[src/rtl/effect_noise_gate_if.sv]
// effect_noise_gate_if
// Bundles the sample-stream signals of the noise gate. Clock and reset are
// plain ports on the gate itself.
//   i_valid     - one-cycle pulse per audio sample from the previous stage
//   i_enable    - 1 = gate active, 0 = bypass
//   i_level     - open threshold select (0..7)
//   i_data      - signed input sample
//   o_data      - signed gated output sample
//   o_valid     - i_valid delayed by one cycle
//   o_gate_open - gate is not fully closed
// master: the stage feeding the gate. slave: the gate.
interface effect_noise_gate_if;
    logic               i_valid;
    logic               i_enable;
    logic [2:0]         i_level;
    logic signed [15:0] i_data;
    logic signed [15:0] o_data;
    logic               o_valid;
    logic               o_gate_open;

    modport master (
        output i_valid, i_enable, i_level, i_data,
        input  o_data, o_valid, o_gate_open
    );

    modport slave (
        input  i_valid, i_enable, i_level, i_data,
        output o_data, o_valid, o_gate_open
    );
endinterface

[src/rtl/effect_noise_gate.sv]
// effect_noise_gate
// Sample-rate noise gate (downward expander). An envelope follower feeds a
// gain state machine. The gain (0..256, 256 = unity) scales each sample. The
// block adds one register stage of latency.
//
// Ports:
//   i_clk   - clock, rising edge
//   i_rst_n - asynchronous active-low reset
//   bus     - effect_noise_gate_if.slave (i_valid, i_enable, i_level, i_data,
//             o_data, o_valid, o_gate_open)
//
// Build option: EFFECT_NOISE_GATE_HOLD_EN
//   When it is defined, the gate keeps full gain for HOLD_SAMPLES samples after
//   the envelope drops, and only then releases.
//   When it is not defined, OPEN goes straight to RELEASE.
//
// state   | meaning
// --------+-------------------------------------------------------------
// CLOSED  | gain 0; waiting for env to reach the open threshold
// ATTACK  | gain ramping up by ATTACK_STEP per sample toward unity
// OPEN    | unity gain; watching for env to fall below thr/2
// HOLD    | unity gain; counting down hold_cnt before releasing
// RELEASE | gain ramping down by RELEASE_STEP; re-attacks if env reopens
module effect_noise_gate #(
    parameter int unsigned HOLD_SAMPLES    = 2400,
    parameter int unsigned ATTACK_STEP     = 32,
    parameter int unsigned RELEASE_STEP    = 1,
    parameter int unsigned ENV_DECAY_SHIFT = 6
) (
    input  logic                i_clk,
    input  logic                i_rst_n,
    effect_noise_gate_if.slave  bus
);

`ifdef EFFECT_NOISE_GATE_HOLD_EN
    typedef enum logic [2:0] {
        ST_CLOSED,
        ST_ATTACK,
        ST_OPEN,
        ST_HOLD,
        ST_RELEASE
    } state_t;

    localparam int unsigned HOLD_W = (HOLD_SAMPLES > 1) ? $clog2(HOLD_SAMPLES) : 1;

    logic [HOLD_W-1:0] hold_q, hold_d;
`else
    typedef enum logic [2:0] {
        ST_CLOSED,
        ST_ATTACK,
        ST_OPEN,
        ST_RELEASE
    } state_t;
`endif

    state_t             state_q, state_d;
    logic [15:0]        env_q, env_d;
    logic [8:0]         gain_q, gain_d;
    logic signed [15:0] data_q, data_d;
    logic               valid_q;

    logic [15:0]        abs_val, thr, thr_close, env_decay, env_next;
    logic [9:0]         gain_up;
    logic [8:0]         gain_up_sat, gain_dn;
    logic               attack_done, release_done, open_hit, close_hit;
    logic signed [15:0] scaled;

    // Magnitude; -32768 has no positive twin, so it pins to 32767.
    always_comb begin
        abs_val = bus.i_data[15] ? 16'(-bus.i_data) : bus.i_data;
        if (bus.i_data == 16'sh8000) begin
            abs_val = 16'h7FFF;
        end
    end

    always_comb begin
        thr = 16'd8192;
        case (bus.i_level)
            3'd0:    thr = 16'd256;
            3'd1:    thr = 16'd512;
            3'd2:    thr = 16'd1024;
            3'd3:    thr = 16'd2048;
            3'd4:    thr = 16'd3072;
            3'd5:    thr = 16'd4096;
            3'd6:    thr = 16'd6144;
            default: thr = 16'd8192;
        endcase
    end

    // The close threshold is half the open threshold, which gives hysteresis.
    assign thr_close = {1'b0, thr[15:1]};
    assign env_decay = env_q - (env_q >> ENV_DECAY_SHIFT);
    assign env_next  = (abs_val > env_q) ? abs_val : env_decay;
    assign open_hit  = (env_next >= thr);
    assign close_hit = (env_next < thr_close);

    // Gain ramps saturate at the ends of 0..256. The 10-bit sum cannot wrap.
    assign gain_up      = {1'b0, gain_q} + 10'(ATTACK_STEP);
    assign attack_done  = (gain_up >= 10'd256);
    assign gain_up_sat  = attack_done ? 9'd256 : gain_up[8:0];
    assign release_done = ({1'b0, gain_q} <= 10'(RELEASE_STEP));
    assign gain_dn      = release_done ? 9'd0 : (gain_q - 9'(RELEASE_STEP));

    // Scale by the gain held before this sample. The arithmetic shift rounds
    // toward -inf, and |result| <= 32768 always fits in 16 bits.
    assign scaled = 16'(($signed({{10{bus.i_data[15]}}, bus.i_data})
                       * $signed({17'd0, gain_q})) >>> 8);

    always_comb begin
        state_d = state_q;
        env_d   = env_q;
        gain_d  = gain_q;
        data_d  = data_q;
`ifdef EFFECT_NOISE_GATE_HOLD_EN
        hold_d  = hold_q;
`endif
        if (bus.i_valid) begin
            if (!bus.i_enable) begin
                data_d  = bus.i_data;
                state_d = ST_CLOSED;
                env_d   = '0;
                gain_d  = '0;
`ifdef EFFECT_NOISE_GATE_HOLD_EN
                hold_d  = '0;
`endif
            end else begin
                data_d = scaled;
                env_d  = env_next;
                case (state_q)
                    ST_CLOSED: begin
                        gain_d = '0;
                        // The first attack step lands on the triggering sample,
                        // so the next sample already hears gain.
                        if (open_hit) begin
                            gain_d  = gain_up_sat;
                            state_d = attack_done ? ST_OPEN : ST_ATTACK;
                        end
                    end
                    ST_ATTACK: begin
                        gain_d = gain_up_sat;
                        if (attack_done) begin
                            state_d = ST_OPEN;
                        end
                    end
                    ST_OPEN: begin
                        gain_d = 9'd256;
                        if (close_hit) begin
`ifdef EFFECT_NOISE_GATE_HOLD_EN
                            state_d = ST_HOLD;
                            hold_d  = HOLD_W'(HOLD_SAMPLES - 1);
`else
                            state_d = ST_RELEASE;
`endif
                        end
                    end
`ifdef EFFECT_NOISE_GATE_HOLD_EN
                    ST_HOLD: begin
                        gain_d = 9'd256;
                        if (open_hit) begin
                            state_d = ST_OPEN;
                        end else if (hold_q == '0) begin
                            state_d = ST_RELEASE;
                        end else begin
                            hold_d = hold_q - 1'b1;
                        end
                    end
`endif
                    ST_RELEASE: begin
                        // A re-trigger keeps the current gain so the ramp back
                        // up starts without a click.
                        if (open_hit) begin
                            state_d = ST_ATTACK;
                        end else begin
                            gain_d = gain_dn;
                            if (release_done) begin
                                state_d = ST_CLOSED;
                            end
                        end
                    end
                    default: begin
                        state_d = ST_CLOSED;
                        gain_d  = '0;
                    end
                endcase
            end
        end
    end

    always_ff @(posedge i_clk or negedge i_rst_n) begin
        if (!i_rst_n) begin
            state_q <= ST_CLOSED;
            env_q   <= '0;
            gain_q  <= '0;
            data_q  <= '0;
            valid_q <= 1'b0;
`ifdef EFFECT_NOISE_GATE_HOLD_EN
            hold_q  <= '0;
`endif
        end else begin
            state_q <= state_d;
            env_q   <= env_d;
            gain_q  <= gain_d;
            data_q  <= data_d;
            valid_q <= bus.i_valid;
`ifdef EFFECT_NOISE_GATE_HOLD_EN
            hold_q  <= hold_d;
`endif
        end
    end

    assign bus.o_data      = data_q;
    assign bus.o_valid     = valid_q;
    assign bus.o_gate_open = (state_q != ST_CLOSED);

endmodule

[src/flat_wrapper.sv]
// flat-port wrapper written by rule: the top's interface ports become plain ports
module effect_noise_gate_flat 
#(
    parameter int unsigned HOLD_SAMPLES    = 2400,
    parameter int unsigned ATTACK_STEP     = 32,
    parameter int unsigned RELEASE_STEP    = 1,
    parameter int unsigned ENV_DECAY_SHIFT = 6
)
  (i_clk, i_rst_n, bus_i_valid, bus_i_enable, bus_i_level, bus_i_data, bus_o_data, bus_o_valid, bus_o_gate_open);
  effect_noise_gate_if bus_i ();
  input  logic i_clk;
  input  logic i_rst_n;
  input wire logic [$bits(bus_i.i_valid)-1:0] bus_i_valid;
  input wire logic [$bits(bus_i.i_enable)-1:0] bus_i_enable;
  input wire logic [$bits(bus_i.i_level)-1:0] bus_i_level;
  input wire logic [$bits(bus_i.i_data)-1:0] bus_i_data;
  output wire logic [$bits(bus_i.o_data)-1:0] bus_o_data;
  output wire logic [$bits(bus_i.o_valid)-1:0] bus_o_valid;
  output wire logic [$bits(bus_i.o_gate_open)-1:0] bus_o_gate_open;
  assign bus_i.i_valid = bus_i_valid;
  assign bus_i.i_enable = bus_i_enable;
  assign bus_i.i_level = bus_i_level;
  assign bus_i.i_data = bus_i_data;
  assign bus_o_data = bus_i.o_data;
  assign bus_o_valid = bus_i.o_valid;
  assign bus_o_gate_open = bus_i.o_gate_open;
  effect_noise_gate #(.HOLD_SAMPLES(HOLD_SAMPLES), .ATTACK_STEP(ATTACK_STEP), .RELEASE_STEP(RELEASE_STEP), .ENV_DECAY_SHIFT(ENV_DECAY_SHIFT)) u_core (.i_clk(i_clk), .i_rst_n(i_rst_n), .bus(bus_i));
endmodule
[config.mk]
export PLATFORM = sky130hd
export DESIGN_NAME = effect_noise_gate_flat
export DESIGN_NICKNAME = d
export VERILOG_FILES = /design/src/rtl/effect_noise_gate_if.sv /design/src/rtl/effect_noise_gate.sv /design/src/flat_wrapper.sv
export SDC_FILE = /design/constraint.sdc
export NUM_CORES = 1
export LEC_CHECK = 0
export BUFFER_PORTS_ARGS = -buffer_cell sky130_fd_sc_hd__buf_2
export CELL_PAD_IN_SITES_DETAIL_PLACEMENT = 0
export CELL_PAD_IN_SITES_GLOBAL_PLACEMENT = 1
export CORE_MARGIN = 2
export CORE_UTILIZATION = 50
export DETAILED_ROUTE_END_ITERATION = 7
export MAX_ROUTING_LAYER = met4
export PLACE_DENSITY = 0.83
export SLEW_MARGIN = 25
export SYNTH_ARGS = -nofsm -noshare
export SYNTH_HDL_FRONTEND = slang
export SYNTH_SLANG_ARGS = --single-unit
[constraint.sdc]
create_clock -name i_clk -period 7.8 [get_ports i_clk]
set_input_delay 1.56 -clock i_clk [delete_from_list [all_inputs] [get_ports i_clk]]
set_output_delay 1.56 -clock i_clk [all_outputs]
set_load 0.01 [all_outputs]
==> impl_metrics.tcl <==
set metrics [dict create \
    post-cts-setup-buffers 0 \
    cts_max_level 2 \
    cap_violations 0 \
    root_buffer "clkbuf_16" \
    vias_per_cell 5.677 \
    rsz0062_at_grt "no" \
    p_per_area_mw_per_mm2 420.4 \
    critPathArrivalTime_ps 7610 \
    finalCriticalPeriod_ps 7425 \
    cts.sinks 44 \
    synth_ff_type "dfrtp_1" \
    dieArea_mm2 0.01922 \
    synth_cell_types 90 \
    postRouteAntennaNets 0 \
    fin_setup_tns_ps 0 \
    r2r_setup_slack_ps 1380 \
    netlist.area_leader.share 0.2540 \
    drive_above_1_share 0.09272 \
    wl_per_cell_um 18.30 \
    synth_commonest_cells "171 x inv_1, 115 x fa_1, 90 x ha_1, 90 x nand2_1, 76 x nor2_1" \
    worstMarginPinSlew_ps 950.8 \
    synthArstFlopShare 1.000 \
    synth_edf_count 0 \
    criticalPathCategory "primary input to flip-flop" \
    clock_latency_ps 310 \
    slowest_stage "a311oi_2" \
    overflow 0 \
    detailedRoute.firstPassIterationCount 5 \
    synthCells 1053 \
    drt-initial-drc-count 520 \
    die_w_um 138.6 \
    antenna_cells 0 \
    area_growth_syn_to_layout_pct 4.803 \
    gp_congestion 0.8508 \
    place_hpwl_um 18330 \
    postCtsHoldBufs 0 \
    cp-end-kind "flip-flop" \
    hold_path_class "flip-flop to flip-flop" \
    syn_area_mm2 0.009065 \
    core_area_mm2 0.01790 \
    finalClockSkew_ps 8.658 \
    vias 7301 \
    cts_resized 0 \
    yosys.area.top_type "fa_1" \
    leakagePower_nw 4.749 \
    die_h_um 138.6 \
    cpPeakStageDelay_ps 500 \
    syn_nets 1281 \
    drc 0 \
    cts_buffers 5 \
    start_util 0.5064 \
    io-pin-count 41 \
    syn_avg_cell_area_um2 8.609 \
    clk_pin_slew_ps 80 \
    clk_path_buf_depth 2 \
    grtUsageTotal 0.2650 \
    port_buffers 40 \
    antenna_found_initial 0 \
    synth_warnings 0 \
    cp_max_fo 24 \
    fmax_mhz 134.7 \
    post-route-period-util 0.9520 \
    first_global_vias 7664 \
    grt_max_degree 47 \
    critPathLaunchType "primary input" \
    synth_seq_cells 44 \
    ys_seq_area_frac 0.1215 \
    critical_path_required_ps 7980 \
    synth.top_cells.by_area "fa_1 25%, ha_1 12%, dfrtp_1 12%, inv_1 7.1%, and2_1 5.0%" \
    setup_violations 0 \
    cts_tree "yes" \
    slew_headroom 0.3661 \
    std_cell_rows 49 \
    finalNetCount 1285 \
    status "complete, no violations" \
    drt_wl_total_um 23540 \
    yosysMostFrequentCell "inv_1" \
    vdd_drop_max_v 0.0003010 \
    hold_viol 0 \
    place_area_mm2 0.009363 \
    fin_area_mm2 0.009500 \
    drv_slew 0 \
    grt_first_pass_wirelength_um 40050 \
]
final timing paths:
check	depth (start not counted)	end	startpoint
setup / recovery	25	u_core.gain_q[1]	bus_i_data[1]
hold / removal	1	u_core.bus.o_data[0]	u_core.bus.o_data[0]
setup reg to reg	20	u_core.bus.o_data[15]	u_core.gain_q[1]
hold reg to reg	1	u_core.bus.o_data[0]	u_core.bus.o_data[0]
max in group asynchronous	2	u_core.env_q[3]	i_rst_n
min in group asynchronous	2	u_core.bus.o_data[14]	i_rst_n
cell usage in the layout, fill, tap and decap left out, types with 4 or more instances in the layout:
cell	synthesis	final
o211ai_1	6	6
xor2_1	13	13
nand2b_1	4	4
o21ai_0	18	18
dfrtp_1	44	44
xnor2_1	35	35
nand3b_1	5	5
buf_4	1	8
o21a_1	7	7
mux2i_1	17	17
nand3_1	16	16
nor3_1	14	14
inv_1	171	171
a21oi_1	52	52
buf_2	3	40
nand4_1	10	10
nor2b_1	9	9
nand2_1	90	90
a21o_1	10	10
and2_1	73	73
o22ai_1	15	15
o31ai_1	7	7
a31oi_1	9	9
o21bai_1	4	4
a211oi_1	5	5
ha_1	90	90
clkbuf_16	0	5
fa_1	115	115
nor2_1	76	76
kinds of logic (layout without fill, tap and decap cells):
kind of cell,Yosys count,count (layout),share of synthesized area
xor+xnor,48,48,0.04638
mux,22,22,0.02540
buf+inv,225,229,0.09952
compound gates,179,179,0.1426
flops,44,44,0.1215
fa+ha+maj,205,205,0.3782
simple gates,330,330,0.1865
worst max-delay path: cells and delay by family:
kind,cells,cell delay (ps)
AOI/OAI and AO/OA,11,3060
buffers and inverters,3,580
adders and majority gates,3,820
and+or+nand+nor,8,1550
registers in the layout (all words and copies together) (netlist names):
| name | count |
|---|---|
| u_core.env_q | 16 |
| u_core.bus.o_valid | 1 |
| u_core.state_q | 2 |
| u_core.bus.o_data | 16 |
| u_core.gain_q | 9 |
layer usage:
| metal | track usage | share of wire | vias to the layer above |
|---|---|---|---|
| li1 | - | - | 3456 |
| met1 | 0.3538 | 0.45 | 3656 |
| met2 | 0.4455 | 0.49 | 165 |
| met3 | 0.02417 | 0.043 | 24 |
| met4 | 0.05582 | 0.014 | 0 |
| met5 | - | 0 | - |
report_power, final:
| group | internal, W | switching [W] |
|---|---|---|
| Clock | 0.000117 | 0.000111 |
| Combinational | 0.00137 | 0.00190 |
| Sequential | 0.000327 | 0.000166 |
| Total | 0.00182 | 0.00218 |
metrics by stage:
step | cells | power (W) | worst slack, ps | util | hold slack, ps
final | 1286 | 0.003994 | 374.7 | 0.5307 | 477.8
after floorplan | 1053 | 0.003040 | 1051 | - | 498.5
after CTS | 1286 | 0.004023 | 465.0 | 0.5307 | 483.5
after detailed placement | 1279 | 0.003764 | 161.9 | 0.5230 | 465.9
after global placement | 1279 | 0.003720 | 137.9 | 0.5230 | 462.6
after global routing | 1286 | 0.004492 | 20.85 | 0.5307 | 516.4
cell type report:
cell class	instances	area [um^2]
clock buffers	5	125.1
multi-input cells	784	7062
fillers	1736	8402
repair buffers	48	260.3
flip-flops and latches	44	1101
clock inverters	2	12.51
inverters	174	653.1
well taps	229	286.5
Power figures use the tool's default switching activity.
